<file path="src/rtl/univ_shift_reg_pkg.sv">
// Shared definitions for the universal shift register: operation encodings
// and the legal-width check used by every block that decodes op.
package univ_shift_reg_pkg;

  localparam logic [2:0] OP_HOLD = 3'b000;
  localparam logic [2:0] OP_LOAD = 3'b001;
  localparam logic [2:0] OP_SHL  = 3'b010;
  localparam logic [2:0] OP_SHR  = 3'b011;
  localparam logic [2:0] OP_ROL  = 3'b100;
  localparam logic [2:0] OP_ROR  = 3'b101;
  localparam logic [2:0] OP_INC  = 3'b110;
  localparam logic [2:0] OP_DEC  = 3'b111;

  localparam int MIN_WIDTH = 2;
  localparam int MAX_WIDTH = 64;

  // True when a register width is inside the supported range.
  function automatic bit width_ok(input int w);
    return (w >= MIN_WIDTH) && (w <= MAX_WIDTH);
  endfunction

endpackage

</file>
<file path="src/rtl/univ_shift_reg_if.sv">
// Control/data bundle of the universal shift register.
// There is no handshake: every rising edge with en high consumes one
// operation, and q/carry/zero are always valid.
interface univ_shift_reg_if #(
  parameter int WIDTH = 8
);
  logic             sclr;
  logic             sset;
  logic             en;
  logic [2:0]       op;
  logic [WIDTH-1:0] d;
  logic             sin;
  logic [WIDTH-1:0] q;
  logic             carry;
  logic             zero;

  // Driver side: issues operations, observes the register.
  modport master (
    output sclr, sset, en, op, d, sin,
    input  q, carry, zero
  );

  // Register side.
  modport slave (
    input  sclr, sset, en, op, d, sin,
    output q, carry, zero
  );
endinterface

</file>
<file path="src/rtl/univ_shift_reg_next_state.sv">
// Purely combinational next-state computation for one enabled operation.
// Arithmetic is done WIDTH+1 bits wide so the extra MSB is carry/borrow.
module usr_next_state
  import univ_shift_reg_pkg::*;
#(
  parameter int WIDTH = 8
) (
  input  logic [WIDTH-1:0] i_q,
  input  logic [2:0]       i_op,
  input  logic [WIDTH-1:0] i_d,
  input  logic             i_sin,
  output logic [WIDTH-1:0] o_q_next,
  output logic             o_carry_next
);

  logic [WIDTH:0] w_inc;
  logic [WIDTH:0] w_dec;

  assign w_inc = {1'b0, i_q} + {{WIDTH{1'b0}}, 1'b1};
  assign w_dec = {1'b0, i_q} - {{WIDTH{1'b0}}, 1'b1};

  // Decode op into the new register value and its flag.
  always_comb begin
    o_q_next     = i_q;
    o_carry_next = 1'b0;
    case (i_op)
      OP_HOLD: begin
        o_q_next     = i_q;
        o_carry_next = 1'b0;  // unused: the top keeps carry on HOLD
      end
      OP_LOAD: begin
        o_q_next     = i_d;
        o_carry_next = 1'b0;
      end
      OP_SHL: begin
        o_q_next     = {i_q[WIDTH-2:0], i_sin};
        o_carry_next = i_q[WIDTH-1];
      end
      OP_SHR: begin
        o_q_next     = {i_sin, i_q[WIDTH-1:1]};
        o_carry_next = i_q[0];
      end
      OP_ROL: begin
        o_q_next     = {i_q[WIDTH-2:0], i_q[WIDTH-1]};
        o_carry_next = i_q[WIDTH-1];
      end
      OP_ROR: begin
        o_q_next     = {i_q[0], i_q[WIDTH-1:1]};
        o_carry_next = i_q[0];
      end
      OP_INC: begin
        o_q_next     = w_inc[WIDTH-1:0];
        o_carry_next = w_inc[WIDTH];
      end
      OP_DEC: begin
        o_q_next     = w_dec[WIDTH-1:0];
        o_carry_next = w_dec[WIDTH];
      end
      default: begin
        o_q_next     = i_q;
        o_carry_next = 1'b0;
      end
    endcase
  end

endmodule

</file>
<file path="src/rtl/univ_shift_reg.sv">
// Universal register: state flops, clear/set/enable priority and the
// zero flag. The per-operation datapath lives in usr_next_state.
module univ_shift_reg
  import univ_shift_reg_pkg::*;
#(
  parameter int               WIDTH     = 8,
  parameter logic [WIDTH-1:0] RESET_VAL = '0
) (
  input  logic             clk,
  input  logic             rst,
  univ_shift_reg_if.slave  bus
);

  if (!width_ok(WIDTH)) begin : g_width_check
    $error("univ_shift_reg: WIDTH must be within 2..64");
  end

  logic [WIDTH-1:0] r_q;
  logic             r_carry;
  logic [WIDTH-1:0] w_q_next;
  logic             w_carry_next;

  usr_next_state #(
    .WIDTH (WIDTH)
  ) u_next (
    .i_q          (r_q),
    .i_op         (bus.op),
    .i_d          (bus.d),
    .i_sin        (bus.sin),
    .o_q_next     (w_q_next),
    .o_carry_next (w_carry_next)
  );

  // State update: async reset, then sclr > sset > enabled op > hold.
  always_ff @(posedge clk or posedge rst) begin
    if (rst) begin
      r_q     <= RESET_VAL;
      r_carry <= 1'b0;
    end else if (bus.sclr) begin
      r_q     <= '0;
      r_carry <= 1'b0;
    end else if (bus.sset) begin
      r_q     <= '1;
      r_carry <= 1'b0;
    end else if (bus.en && (bus.op != OP_HOLD)) begin
      r_q     <= w_q_next;
      r_carry <= w_carry_next;
    end
  end

  assign bus.q     = r_q;
  assign bus.carry = r_carry;
  assign bus.zero  = (r_q == '0);

endmodule

</file>
<file path="src/flat_wrapper.sv">
// flat-port wrapper written by rule: the top's interface ports become plain ports
module univ_shift_reg_flat import univ_shift_reg_pkg::*;
#(
  parameter int               WIDTH     = 8,
  parameter logic [WIDTH-1:0] RESET_VAL = '0
)
  (clk, rst, bus_sclr, bus_sset, bus_en, bus_op, bus_d, bus_sin, bus_q, bus_carry, bus_zero);
  univ_shift_reg_if #(.WIDTH(WIDTH)) bus_i ();
  input  logic clk;
  input  logic rst;
  input wire logic [$bits(bus_i.sclr)-1:0] bus_sclr;
  input wire logic [$bits(bus_i.sset)-1:0] bus_sset;
  input wire logic [$bits(bus_i.en)-1:0] bus_en;
  input wire logic [$bits(bus_i.op)-1:0] bus_op;
  input wire logic [$bits(bus_i.d)-1:0] bus_d;
  input wire logic [$bits(bus_i.sin)-1:0] bus_sin;
  output wire logic [$bits(bus_i.q)-1:0] bus_q;
  output wire logic [$bits(bus_i.carry)-1:0] bus_carry;
  output wire logic [$bits(bus_i.zero)-1:0] bus_zero;
  assign bus_i.sclr = bus_sclr;
  assign bus_i.sset = bus_sset;
  assign bus_i.en = bus_en;
  assign bus_i.op = bus_op;
  assign bus_i.d = bus_d;
  assign bus_i.sin = bus_sin;
  assign bus_q = bus_i.q;
  assign bus_carry = bus_i.carry;
  assign bus_zero = bus_i.zero;
  univ_shift_reg #(.WIDTH(WIDTH), .RESET_VAL(RESET_VAL)) u_core (.clk(clk), .rst(rst), .bus(bus_i));
endmodule
</file>
<file path="config.mk">
export PLATFORM = sky130hd
export DESIGN_NAME = univ_shift_reg_flat
export DESIGN_NICKNAME = d
export VERILOG_FILES = /design/src/rtl/univ_shift_reg_pkg.sv /design/src/rtl/univ_shift_reg_if.sv /design/src/rtl/univ_shift_reg_next_state.sv /design/src/rtl/univ_shift_reg.sv /design/src/flat_wrapper.sv
export SDC_FILE = /design/constraint.sdc
export NUM_CORES = 1
export LEC_CHECK = 0
export CAP_MARGIN = 25
export CORE_ASPECT_RATIO = 0.75
export CORE_MARGIN = 2
export CORE_UTILIZATION = 36
export DETAILED_ROUTE_END_ITERATION = 10
export DONT_BUFFER_PORTS = 1
export HOLD_SLACK_MARGIN = 0.03
export PLACE_DENSITY = 0.59
export RECOVER_POWER = 50
export SYNTH_ARGS = -nofsm -noshare
export SYNTH_HDL_FRONTEND = slang
export SYNTH_SLANG_ARGS = --single-unit
</file>
<file path="constraint.sdc">
create_clock -name clk -period 2 [get_ports clk]
set_clock_uncertainty 0.05 [all_clocks]
set_input_delay 0.5 -clock clk [delete_from_list [all_inputs] [get_ports clk]]
set_output_delay 0.5 -clock clk [all_outputs]
set_load 0.01 [all_outputs]
</file>
==> results.md <==
- The number of clock buffers added by TritonCTS is 3.
- The first global-routing pass estimated roughly 6 mm of wire.
- In the synthesized netlist the dominant register cell turns out to be dfrtp_1.
- The instance area after placement is around 1200 sq um.
- The die is ~70 um wide.
- The cell at the root of the clock tree is clkbuf_8.
- The worst setup path is launched from a register.
- For this run, the share of the core covered by cells in the final layout is 41.1%.
- The async set or reset register ratio after synthesis is 100%.
- The number of global-route vias before repair is between 1000 and 1500.
- 27 I/O pins were placed.
- The last weighted congestion value of the routability-driven placer is 0.900.
- The clock transition at the registers of the reported paths is 50 ps.
- In this run the number of H-tree levels came out at 1.
- The total of flip-flops plus latches after synthesis is 9.
- The routed design has roughly 3.5 mm of wire.
- Port buffering added 0 buffers.
- The CTS tree is yes.
- The number of endpoints with negative hold slack in the final report was 0.
- For this run, the number of Yosys warnings is 0.
- The later-pin clock latency in the skew report is about 240 ps.
- The sum of overflow across all layers after global routing is 0.
- For this configuration, the core starts out at a cell density of 38.9%.
- Hold repair after CTS inserted 0 buffers.
- The via density per instance is between 6 and 7.
- Entering global routing, the biggest net connects 30 pins.
- The reported max-cap violation count is 0.
- The worst IR drop on VDD is just under 0.2 mV.
- The number of pins exceeding their max-slew limit in the final report is 0.
- In the finished design, the share of the clock period the worst path needs comes to 103%.
- The largest fanout on the critical path is 2.
- After the first detailed-routing iteration, the DRC count stood at 98.
- The reported leakage power is 0.500 nW.
- The critical path is of the register to output pin type.
- The run finished, with violations left.
- Walking the worst path, the cells encountered are or4_4 > nor3_4 > and2_4.
- The initialized floorplan defines 17 standard-cell rows.
- 0 antenna diodes ended up in the layout.
- The transition at the pin with the smallest max-transition slack is roughly 520 ps.
- From synthesis to final layout, the design area changed by 5.43%.
- In this run the worst hold path is classified as primary input to async pin.
- Setup violations remaining at the end of the flow were counted as 1.
- The relative max-transition margin is between 60% and 70%.
- The net count of the finished layout is approximately 170.
- Once layout is done, the placed cells without fillers occupy 1240 sq um.
- For this run, the detailed router's first-pass iteration total came to 4.
- The fraction of final layout cells with drive strength greater than 1 is 17.1%.
- The number of flops mapped to enable cells by yosys is 0.
- The region available for standard cell placement spans approximately 3000 sq um.
- The initial antenna violation count is 0.
- The die covers between 3000 and 4000 sq um.
- In the final routed layout, each cell accounts on average for between 15 and 20 um.
- The count of vias placed by the detailed router is 1183.
- After legalization and detailed placement, the total HPWL measured between 2 and 3 mm.
- Synthesis instantiated 52 different standard cells from the library.
- Setup repair after global routing could not meet its margin everywhere.
- In the routed design, unresolved DRC markers number 0.
- After layout, the minimum clock period comes to approximately 2100 ps.
- The overall routing resource usage is between 20% and 30%.
- The largest incremental delay on the critical path is 560 ps.
- Across all hold checks on the routed design, the worst slack comes to between 70 and 80 ps.
- Data arrives at the worst endpoint at 1500 ps.
- The endpoint kind of the worst setup timing path is an output pin.
- Based on the critical path, the design can be clocked at up to between 0.4 and 0.5 GHz.
- After synthesis, the mean cell area works out to ~7.8 sq um.
- The portion of the post-synthesis area used by sequential elements is 19.1%.
- The final reports fail on negative setup slack.
- The cell with the largest stage delay on the worst path is or4_4.
- The number of sinks on the clock net is 9.
- The post-synthesis instance area is between 1000 and 1500 sq um.
- When the netlist entered floorplanning its net count stood at between 150 and 200.
- The final antenna-violating net count is 0.
- OpenSTA, run right after detailed placement, puts the worst setup slack at between 100 and 150 ps.
- The worst setup slack after layout is -50.5 ps.
- The required time of the worst setup path is about 1500 ps.
- The clock passes through at most 2 buffers.
- The number of instances in the synthesized netlist is 150.
- In this run the vertical extent of the chip is 53.5 um.
- The cell area power density is around 560 nW/um^2.
## final timing paths
kind,slack (ps),to,cells past startpoint,start
max,-50,bus_zero,3,u_core.bus.q[2]
min,70,u_core.bus.q[6],1,rst
max reg2reg,100,u_core.bus.q[6],5,u_core.bus.q[4]
min reg2reg,530,u_core.bus.carry,1,u_core.bus.carry
max in group asynchronous,1530,u_core.bus.q[1],1,rst
min in group clk,260,u_core.bus.q[0],1,bus_sclr
## per-stage QoR
| stage | power, mW | TNS, ps | cells |
|---|---|---|---|
| floorplan | 0.432 | 0 | 150 |
| global placement | 0.460 | 0 | 184 |
| detailed placement | 0.462 | 0 | 184 |
| CTS | 0.701 | -94.6 | 190 |
| global route | 0.739 | -162 | 190 |
| finish | 0.699 | -50.5 | 190 |
## area by class of cell
| type | instances | area, sq um |
|---|---|---|
| repair buffers | 12 | 82.6 |
| clock buffers | 4 | 45.0 |
| multi-input cells | 120 | 812 |
| flip-flops and latches | 9 | 226 |
| inverters | 7 | 26.3 |
| well taps | 38 | 47.5 |
| fillers | 314 | 1780 |
## flip-flops by register name, summed over array words and instances, names as in the netlist
| name | count |
|---|---|
| u_core.bus.carry | 1 |
| u_core.bus.q | 8 |
## metal layers
| metal | wire length [um] | part of all wire [%] | GRT usage, % | vias to the layer above |
|---|---|---|---|---|
| met5 | 0 | 0 | 0 | - |
| met4 | 9 | 0.26 | 1.92 | 0 |
| met3 | 300 | 8.5 | 4.95 | 2 |
| met2 | 1520 | 43 | 31.0 | 48 |
| met1 | 1680 | 48 | 29.7 | 564 |
| li1 | - | - | - | 569 |
## Yosys cell counts (4+ instances only)
master    number  area, sq um
nor2_1        18         67.6
nand2_1       11         41.3
o21ai_0       10         50.1
dfrtp_1        9          225
a211oi_1       8         60.1
nor3_1         8         40.0
inv_1          7         26.3
mux2i_1        7         70.1
a21oi_1        6         30.0
nor4_1         6         37.5
nand3_1        5         25.0
buf_6          4         45.0
## power by group
group	total [mW]	switching (mW)	internal (mW)
clock	0.231	0.0902	0.141
sequential	0.224	0.0253	0.199
combinational	0.244	0.136	0.108
total	0.699	0.251	0.448
## cell families (layout without fill, tap and decap cells)
logic type      count (synthesis)  in the layout  synth area share [%]
buf+inv                        21             23                  12.0
mux                             8              8                  6.92
flops                           9              9                  19.1
simple gates                   61             61                  28.2
fa+ha+maj                       3              3                  3.19
xor+xnor                        3              3                  2.23
compound gates                 45             45                  28.3
## critical path: cells and delay by family (launching register included)
| kind | cells | cell delay [ps] |
|---|---|---|
| DFF | 1 | 380 |
| and+or+nand+nor | 3 | 880 |
## cells in the final DEF, fill, tap and decap left out, types with 2 or more instances in the layout
cell,n
buf_4,10
mux2i_1,7
nor3_4,2
nor3_1,8
nor4_1,6
xor2_1,3
nor2_1,18
dfrtp_1,8
clkbuf_8,3
ha_1,3
clkbuf_1,3
nand3_1,5
o21ai_0,10
a21oi_1,6
inv_1,7
o31ai_1,2
nand2_1,11
a211oi_1,8
## repair_timing
item,CTS,global route
gates resized for setup,1,2
setup endpoints to repair,1,2
pin swaps,2,3
setup buffers,2,0
Note: power is estimated with default switching activity, not from simulation.
